### src/rtl/sseg_scan_display_pkg.sv
// Shared definitions for the multiplexed 7-segment display driver.
//  - Active-low segment codes: bit 7 is the decimal point, bits 6:0 are g..a.
//  - Encodings for the double-dabble converter FSM.
//  - seg_encode(): maps one BCD nibble to its segment pattern.
package sseg_scan_display_pkg;

  localparam logic [7:0] SSEG_0     = 8'hC0;
  localparam logic [7:0] SSEG_1     = 8'hF9;
  localparam logic [7:0] SSEG_2     = 8'hA4;
  localparam logic [7:0] SSEG_3     = 8'hB0;
  localparam logic [7:0] SSEG_4     = 8'h99;
  localparam logic [7:0] SSEG_5     = 8'h92;
  localparam logic [7:0] SSEG_6     = 8'h82;
  localparam logic [7:0] SSEG_7     = 8'hF8;
  localparam logic [7:0] SSEG_8     = 8'h80;
  localparam logic [7:0] SSEG_9     = 8'h90;
  localparam logic [7:0] SSEG_BLANK = 8'hFF;
  localparam logic [7:0] SSEG_MINUS = 8'hBF;

  typedef enum logic {
    ST_IDLE  = 1'b0,
    ST_SHIFT = 1'b1
  } state_t;

  // Nibbles 10..15 cannot come out of a valid conversion; they show '0'.
  function automatic logic [7:0] seg_encode(input logic [3:0] nib);
    case (nib)
      4'd0:    return SSEG_0;
      4'd1:    return SSEG_1;
      4'd2:    return SSEG_2;
      4'd3:    return SSEG_3;
      4'd4:    return SSEG_4;
      4'd5:    return SSEG_5;
      4'd6:    return SSEG_6;
      4'd7:    return SSEG_7;
      4'd8:    return SSEG_8;
      4'd9:    return SSEG_9;
      default: return SSEG_0;
    endcase
  endfunction

endpackage

### src/rtl/sseg_scan_display_bin2bcd_seq.sv
// bin2bcd_seq: sequential double-dabble binary-to-BCD converter.
//  One bit of the captured value is consumed per cycle, so a conversion takes
//  DATA_WIDTH cycles. The result and the overflow flag are committed together on
//  the edge that drops busy; until then the previous result stays visible.
// Ports:
//  clk    in   system clock, rising edge
//  reset  in   asynchronous, active-low reset
//  start  in   conversion request, ignored while busy
//  bin    in   DATA_WIDTH-bit binary value, sampled when start is accepted
//  busy   out  conversion in progress
//  bcd    out  DIGITS packed BCD nibbles, nibble 0 = least significant
//  ovf    out  value did not fit in DIGITS decimal digits
module bin2bcd_seq
  import sseg_scan_display_pkg::*;
#(
  parameter int DATA_WIDTH = 9,
  parameter int DIGITS     = 4
) (
  input  logic                  clk,
  input  logic                  reset,
  input  logic                  start,
  input  logic [DATA_WIDTH-1:0] bin,
  output logic                  busy,
  output logic [4*DIGITS-1:0]   bcd,
  output logic                  ovf
);

  localparam int BCD_W = 4 * DIGITS;
  localparam int CNT_W = $clog2(DATA_WIDTH + 1);

  state_t                state, state_next;
  logic                  capture, commit, last_shift;
  logic [DATA_WIDTH-1:0] bin_sr;
  logic [BCD_W-1:0]      work, work_adj, work_next;
  logic                  carry, ovf_work;
  logic [CNT_W-1:0]      cnt;

  // NOTE: state registers use non-blocking assignments so every flop samples
  // the pre-edge values; blocking here would create ordering-dependent races.
  always_ff @(posedge clk or negedge reset) begin
    if (!reset) state <= ST_IDLE;
    else        state <= state_next;
  end

  assign last_shift = (cnt == CNT_W'(DATA_WIDTH - 1));

  // NOTE: every output of this block gets a default before the case, so no
  // path leaves a signal unassigned and no latch is inferred.
  always_comb begin
    state_next = state;
    capture    = 1'b0;
    commit     = 1'b0;
    case (state)
      ST_IDLE: begin
        if (start) begin
          state_next = ST_SHIFT;
          capture    = 1'b1;
        end
      end
      ST_SHIFT: begin
        if (last_shift) begin
          state_next = ST_IDLE;
          commit     = 1'b1;
        end
      end
      default: state_next = ST_IDLE;
    endcase
  end

  assign busy = (state == ST_SHIFT);

  // One double-dabble step: correct every nibble >= 5, then shift in the next
  // binary bit. Whatever falls out of the top nibble means the value exceeds
  // DIGITS decimal digits.
  always_comb begin
    work_adj = work;
    for (int k = 0; k < DIGITS; k++) begin
      if (work[4*k +: 4] >= 4'd5) work_adj[4*k +: 4] = work[4*k +: 4] + 4'd3;
    end
    {carry, work_next} = {work_adj, bin_sr[DATA_WIDTH-1]};
  end

  always_ff @(posedge clk or negedge reset) begin
    if (!reset) begin
      bin_sr   <= '0;
      work     <= '0;
      cnt      <= '0;
      ovf_work <= 1'b0;
      bcd      <= '0;
      ovf      <= 1'b0;
    end else if (capture) begin
      bin_sr   <= bin;
      work     <= '0;
      cnt      <= '0;
      ovf_work <= 1'b0;
    end else if (state == ST_SHIFT) begin
      bin_sr   <= bin_sr << 1;
      work     <= work_next;
      cnt      <= cnt + 1'b1;
      ovf_work <= ovf_work | carry;
      if (commit) begin
        bcd <= work_next;
        ovf <= ovf_work | carry;
      end
    end
  end

endmodule

### src/rtl/sseg_scan_display.sv
// sseg_scan_display: multiplexed 7-segment driver for address/data readout.
//  A load converts value to BCD (bin2bcd_seq); the committed digits are then
//  scanned one tube at a time, each lit for REFRESH_DIV clocks.
//  Optional build macro SSEG_LEADING_ZERO_BLANK_EN: leading zero digits are
//  blanked (digit 0 never is); not applied while overflow is shown.
// Ports:
//  clk             in   system clock, rising edge
//  reset           in   asynchronous, active-low reset
//  value           in   binary value to display, sampled on an accepted load
//  load            in   conversion request, accepted when busy is low
//  dp_mask         in   decimal point per digit (1 = lit), sampled live
//  busy            out  conversion in progress
//  sseg_indicator  out  active-low segments, [7]=DP, [6:0]=g..a
//  digits          out  one-hot active-high digit enable, bit 0 = rightmost
module sseg_scan_display
  import sseg_scan_display_pkg::*;
#(
  parameter int DATA_WIDTH  = 9,
  parameter int DIGITS      = 4,
  parameter int REFRESH_DIV = 8
) (
  input  logic                  clk,
  input  logic                  reset,
  input  logic [DATA_WIDTH-1:0] value,
  input  logic                  load,
  input  logic [DIGITS-1:0]     dp_mask,
  output logic                  busy,
  output logic [7:0]            sseg_indicator,
  output logic [DIGITS-1:0]     digits
);

  localparam int BCD_W = 4 * DIGITS;
  localparam int CNT_W = $clog2(REFRESH_DIV);
  localparam int IDX_W = (DIGITS > 1) ? $clog2(DIGITS) : 1;

  logic [BCD_W-1:0] bcd;
  logic             ovf;
  logic [CNT_W-1:0] scan_cnt;
  logic [IDX_W-1:0] idx, idx_next;
  logic             wrap;
  logic [3:0]       nib;
  logic [7:0]       seg_next;

  bin2bcd_seq #(
    .DATA_WIDTH (DATA_WIDTH),
    .DIGITS     (DIGITS)
  ) u_bin2bcd (
    .clk   (clk),
    .reset (reset),
    .start (load),
    .bin   (value),
    .busy  (busy),
    .bcd   (bcd),
    .ovf   (ovf)
  );

  assign wrap     = (scan_cnt == CNT_W'(REFRESH_DIV - 1));
  assign idx_next = (idx == IDX_W'(DIGITS - 1)) ? '0 : idx + 1'b1;

`ifdef SSEG_LEADING_ZERO_BLANK_EN
  // lead_zero[k]: nibble k and every nibble above it are zero.
  logic [DIGITS-1:0] lead_zero;
  always_comb begin
    lead_zero             = '0;
    lead_zero[DIGITS-1]   = (bcd[BCD_W-1 -: 4] == 4'd0);
    for (int k = DIGITS - 2; k >= 0; k--) begin
      lead_zero[k] = lead_zero[k+1] && (bcd[4*k +: 4] == 4'd0);
    end
  end
`endif

  // Segment pattern for the digit that becomes active on the next wrap, so the
  // enable and the pattern are registered on the same edge.
  always_comb begin
    nib      = bcd[{idx_next, 2'b00} +: 4];
    seg_next = seg_encode(nib);
`ifdef SSEG_LEADING_ZERO_BLANK_EN
    if ((idx_next != '0) && lead_zero[idx_next]) seg_next = SSEG_BLANK;
`endif
    if (ovf)                seg_next    = SSEG_MINUS;
    if (dp_mask[idx_next])  seg_next[7] = 1'b0;
  end

  always_ff @(posedge clk or negedge reset) begin
    if (!reset) begin
      scan_cnt       <= '0;
      idx            <= '0;
      digits         <= DIGITS'(1);
      sseg_indicator <= SSEG_BLANK;
    end else if (wrap) begin
      scan_cnt       <= '0;
      idx            <= idx_next;
      digits         <= DIGITS'(1) << idx_next;
      sseg_indicator <= seg_next;
    end else begin
      scan_cnt       <= scan_cnt + 1'b1;
    end
  end

endmodule

### config.mk
export PLATFORM = sky130hd
export DESIGN_NAME = sseg_scan_display
export DESIGN_NICKNAME = d
export VERILOG_FILES = /design/src/rtl/sseg_scan_display_pkg.sv /design/src/rtl/sseg_scan_display_bin2bcd_seq.sv /design/src/rtl/sseg_scan_display.sv
export SDC_FILE = /design/constraint.sdc
export NUM_CORES = 1
export LEC_CHECK = 0
export ABC_AREA = 1
export CAP_MARGIN = 0
export CORE_MARGIN = 4
export CORE_UTILIZATION = 60
export DETAILED_ROUTE_END_ITERATION = 12
export PLACE_DENSITY = 0.87
export SLEW_MARGIN = 20
export SYNTH_ARGS = -nofsm -noshare
export SYNTH_HDL_FRONTEND = slang
export SYNTH_SLANG_ARGS = --single-unit
### constraint.sdc
create_clock -name clk -period 3.1 [get_ports clk]
set_clock_uncertainty 0.15 [all_clocks]
set_input_delay 0.775 -clock clk [delete_from_list [all_inputs] [get_ports clk]]
set_output_delay 0.775 -clock clk [all_outputs]
set_load 0.05 [all_outputs]
Word-level counts from Yosys, hierarchy flattened
Memory sizes are Yosys's and may differ from the RTL's.
Index checks and enable logic that the tools add are counted.
{"block": "totals", "rom_bits": 112, "memories": 1, "out_inout_bits": 13, "ff_bits": 65, "in_bits": 16, "word_cells": 58}
{"block": "op_classes", "bitwise_logic": 3, "order_cmp": 5, "n_eq_ne": 3, "mux": 24, "add_sub_neg": 7, "n_shift": 2, "reduce_logical": 2}
{"memory": "(name not given)", "words": 16, "width": 7, "rd": 1, "rd_ports_with_merged_regs": 0, "write_ports": 0, "line": "sseg_scan_display_pkg.sv:27", "text": "case (nib)"}
{"cell": "$mux W16", "count": 2}
{"cell": "$mux W4", "count": 6}
{"cell": "$mux W9", "count": 2}
{"cell": "$add A4 B2 Y4 const B", "count": 4}
{"cell": "$ge A4 B3 Y1 const B", "count": 4}
{"cell": "$shiftx A16 B5 Y4", "count": 1}
{"cell": "$mux W1", "count": 9}
{"cell": "$mux W8", "count": 1}
{"cell": "$add A4 B1 Y4 const B", "count": 1}
{"cell": "$eq A4 B4 Y1 const B", "count": 1}
{"cell": "$shl A1 B2 Y4 const A", "count": 1}
{"cell": "$add A3 B1 Y3 const B", "count": 1}
{"cell": "$eq A3 B3 Y1 const B", "count": 1}
{"cell": "$lt A2 B3 Y1 const B", "count": 1}
{"cell": "$mux W3", "count": 1}
{"cell": "$reduce_and A3 Y1", "count": 1}
{"cell": "$add A2 B1 Y2 const B", "count": 1}
{"cell": "$bmux W1 S2", "count": 1}
{"cell": "$eq A2 B2 Y1 const B", "count": 1}
{"cell": "$mux W2", "count": 1}
{"cell": "$not A1 Y1", "count": 2}
{"cell": "$pmux W1 S2", "count": 1}
{"cell": "$reduce_bool A2 Y1", "count": 1}
{"cell": "$or A1 B1 Y1", "count": 1}

Logic depth before layout (Yosys ltp)
An unclocked memory read counts as a cell.
{"block": "logic_depth", "depth_word": 6, "ltp_mapped": 15, "depth_no_buf": 14}

Cells and area by module
A second synthesis with hierarchy kept.
{"block": "unflattened", "cells_unflattened": 430, "hier_area_um2": 3427.0}
{"module": "bin2bcd_seq", "n_inst": 1, "area_each_um2": 2288.4, "cells_per_inst": 274, "seq_area_each_um2": 1201.2}
{"module": "sseg_scan_display", "n_inst": 1, "area_each_um2": 1138.6, "cells_per_inst": 156, "seq_area_each_um2": 436.7}

Worst setup path before layout
Ideal clock, no wire load.
{"block": "synth_timing", "path_type": "register -> register", "startpoint": "register idx[0]", "endpoint": "register sseg_indicator[1]", "slack_ps": 985, "stages_incl_launch_ff": 12, "arrival_time_ps": 1892, "required_ps": 2877, "setup_ps": 73, "period_less_slack_ps": 2115, "n_path_buf": 1, "path_cell_list": "dfrtp_1 > inv_1 > ha_1 > buf_6 > inv_1 > nand3_1 > nand2_1 > inv_1 > ha_1 > nor2_1 > nand2_1 > a21oi_1"}
{"block": "synth_between", "elab_chain_cells": 5, "elab_cells_between_ends": 6, "classes_between": "add/sub: 1; eq/ne: 1; shift: 1; mux: 2; memory: 1"}
{"item": "start, declared", "line": "sseg_scan_display.sv:39", "text": "logic [IDX_W-1:0] idx, idx_next;"}
{"item": "start signal, assigned", "line": "sseg_scan_display.sv:92", "text": "idx <= idx_next;"}
{"item": "$add A2 B1 Y2 / $eq A2 B2 Y1 (equally long branches)", "line": "sseg_scan_display.sv:58", "text": "assign idx_next = (idx == IDX_W'(DIGITS - 1)) ? '0 : idx + 1'b1;"}
{"item": "$mux W2 *", "line": "sseg_scan_display.sv:58"}
{"item": "named net idx_next[1]", "line": "sseg_scan_display.sv:39"}
{"item": "$shiftx A16 B5 Y4 *", "line": "sseg_scan_display.sv:75", "text": "nib = bcd[{idx_next, 2'b00} +: 4];"}
{"item": "$mem_v2 Z16 W7 *"}
{"item": "$mux W8 *", "line": "sseg_scan_display.sv:80", "text": "if (ovf) seg_next = SSEG_MINUS;"}
{"item": "end signal, assigned", "line": "sseg_scan_display.sv:94", "text": "sseg_indicator <= seg_next;"}
{"item": "end, declared", "line": "sseg_scan_display.sv:28", "text": "output logic [7:0] sseg_indicator,"}
The timed path passes the listed nets; every way through them passes the cells marked *.
A chain may end at the register's enable or synchronous reset.

Worst setup path after layout
{"block": "layout_timing", "startpoint": "register u_bin2bcd.state (netlist: u_bin2bcd.busy)", "endpoint": "output busy"}
{"item": "start, declared", "line": "sseg_scan_display_bin2bcd_seq.sv:31", "text": "state_t state, state_next;"}
{"item": "start signal, assigned", "line": "sseg_scan_display_bin2bcd_seq.sv:42", "text": "else state <= state_next;"}
{"item": "end, declared", "line": "sseg_scan_display.sv:27", "text": "output logic busy,"}
No word-level cell between the ends.

==> results.cfg <==
[run]
cap_viol_max_count = 0

[worst_setup_path]
critPathSlowestCell = clkdlybuf4s50_1
cp_max_fo = 11
rr_worst_depth = 10
worstSetupStartpointType = flop
path_cells = clkdlybuf4s50_1
r2r_slack_ns = 0.71
worstReg2RegEnd = sseg_indicator[1]$_DFFE_PN1P_
path_class = reg2out
slowest_delay_ns = 0.87
crit_family = buffers and inverters
cp-end-kind = primary output
cp.required_ns = 2.17
r2r_start = idx[0]$_DFFE_PN0P_
critPathBufInv = 1
crit_arrival_ns = 1.74

[routing]
viasPerCell = 5.32
routed_wl_microns = 6600
route.detailed.drc = 0
num_vias = 2642
ant_nets = 0
dr.first_iter.drc_count = 119
wl_per_cell_microns = 13.3
drt_pass1_iterations = 4

[clocking]
cts_tree = yes
clk_pin_slew_ns = 0.07
postCtsHoldBufs = 0
clkLatencyLatePin_ns = 0.34
cts_sinks = 65
cts_buffer_depth = 2
cts-htree-levels = 3
cts_resized = 0
postCtsSetupBuffers = 0
cts-root-buf = clkbuf_8
cts_buffers = 9

[final_layout]
final_layout_size_suffix_gt1_share_pct = 11.1
nets = 458
design_area_sq_um = 3880
antenna_cells = 0
syn_to_final_growth_pct = 13.7

[sta]
clock.fmax_mhz = 375
worstMarginPinSlew_ns = 0.889
finalSetupViolations = 0
slew_headroom_pct = 40.7
hold_viol_final = 0
rsz0062_at_grt = false
finalSetupTns_ns = 0
slew_viol_final = 0
period_share_pct = 86.1
finalCriticalPeriod_ns = 2.67

[grt]
grt-ovfl-total = 0
grt.total_usage_pct = 20.3
grt_start_max_net_pins = 66
grt_pass1_wl_microns = 11500
grt_pass1_vias = 2574
antenna_found_initial = 0

[synth]
syn_inst = 392
synth_area_sq_um = 3410
ys_warn_count = 0
yosysSeqAreaShare_pct = 48.0
avgSynthCellArea_sq_um = 8.71
synth.distinct_cells = 28
syn_nets = 429
synth_seq_cells = 65

[placed_design]
io_buffer_count = 28
place_congestion = 0.882
place_area_sq_um = 3690
hpwl_microns = 4510

[floorplan]
boundaryPins = 29
die_h_microns = 83.4
num_rows = 27
start_util_pct = 62.0
fp.dieW_microns = 83.4
dieArea_sq_um = 6960
core_area_sq_um = 5510

[power_and_ir_drop]
power.total_uw = 3820
powerDensity_nw_per_um2 = 983
ir_drop_v = 0.000630
p_leak_uw = 0.00190

[hold_path]
min_to = scan_cnt[0]$_DFF_PN0_
min_path_cells = 1
min_path_type = reg2reg
hp-start = scan_cnt[0]$_DFF_PN0_

[run_status]
outcome = complete, no violations
==> layout by cell type, fill, tap and decap left out, drive strengths merged <==
cell	instances
dfrtp	56
o21a	1
dfstp	9
clkdlybuf4s50	27
xor2	7
o21ai	36
clkinv	2
o22ai	16
a22oi	1
o221ai	6
or2	4
buf	4
ha	21
nor3	1
bufinv	1
nor2	18
clkbuf	12
nand2	112
a21oi	9
inv	55
a31oi	2
o211ai	3
nand3	21
nand4	1
==> cell usage after synthesis (all sizes together) <==
cell	count	area [sq um]
o21ai	36	180
ha	21	263
nor2	18	72.6
dfstp	9	236
a21oi	9	45.0
a31oi	2	12.5
o211ai	3	22.5
inv	55	206
o22ai	16	100
a22oi	1	7.51
nand2	112	453
nor3	1	10.0
xor2	7	61.3
buf	13	115
o21a	1	7.51
dfrtp	56	1400
nand3	21	135
nand4	1	6.26
o221ai	6	52.6
or2	4	25.0
==> where the power goes <==
group	switching, uW	internal, uW	total, uW
Clock	312	408	720
Combinational	1070	601	1680
Sequential	208	1210	1420
==> worst reg2reg max path: cells and delay by family (launching register included) <==
kind / cells / cell delay (ns)
adders and majority gates: 2 / 0.71
DFF: 1 / 0.41
and+or+nand+nor: 4 / 0.47
AOI/OAI and AO/OA: 1 / 0.14
buffers and inverters: 3 / 0.46
==> state kept, by name (all words and copies together) (netlist names) <==
register,count
sseg_indicator,8
u_bin2bcd.bin_sr,9
u_bin2bcd.ovf_work,1
u_bin2bcd.busy,1
u_bin2bcd.ovf,1
digits,4
scan_cnt,3
idx,2
u_bin2bcd.bcd,16
u_bin2bcd.work,16
u_bin2bcd.cnt,4
==> routing by layer <==
metal	vias up	part of all wire, %	wire (microns)	track usage, %
li1	1321	-	-	-
met5	-	0	0	0
met4	0	2.2	143	7.75
met1	1250	45	2940	25.4
met3	15	4.8	314	5.46
met2	56	49	3200	33.5
==> final cells by class <==
| cell class | count | area [sq um] |
|---|---|---|
| sequential | 65 | 1640 |
| fill | 424 | 1630 |
| multi-input combinational | 259 | 1450 |
| timing repair buffer | 31 | 298 |
| inverter | 55 | 206 |
| clock buffer | 12 | 155 |
| tap | 72 | 90.1 |
| clock inverter | 3 | 40.0 |
==> worst max-delay path by stage <==
| stage | start | to | slack [ns] | cells past startpoint |
|---|---|---|---|---|
| floorplan | idx[0]$_DFFE_PN0P_ | sseg_indicator[1]$_DFFE_PN1P_ | 0.98 | 11 |
| global placement | u_bin2bcd.busy$_DFF_PN0_ | busy | 0.82 | 1 |
| detailed placement | idx[0]$_DFFE_PN0P_ | sseg_indicator[1]$_DFFE_PN1P_ | 0.75 | 10 |
| CTS | u_bin2bcd.busy$_DFF_PN0_ | busy | 0.42 | 1 |
| global route | u_bin2bcd.busy$_DFF_PN0_ | busy | 0.35 | 1 |
| finish | u_bin2bcd.busy$_DFF_PN0_ | busy | 0.43 | 1 |
==> cell families after synthesis <==
| group | Yosys count | synth area share [%] |
|---|---|---|
| AOI/OAI and AO/OA | 74 | 12.5 |
| xor gates and xnor gates | 7 | 1.80 |
| adders and majority gates | 21 | 7.70 |
| buffers and inverters | 68 | 9.42 |
| DFF | 65 | 48.0 |
| and+or+nand+nor | 157 | 20.6 |
==> per-stage QoR <==
| stage | hold slack (ns) | setup slack, ns | instances | util, % |
|---|---|---|---|---|
| finish | 0.272 | 0.431 | 497 | 70.5 |
| global route | 0.280 | 0.351 | 497 | 70.5 |
| CTS | 0.275 | 0.419 | 497 | 70.5 |
| detailed placement | 0.266 | 0.751 | 482 | 66.9 |
| global placement | 0.265 | 0.824 | 482 | 66.9 |
| floorplan | 0.253 | 0.985 | 392 | - |
No activity file was read; power rests on OpenSTA's default activity.
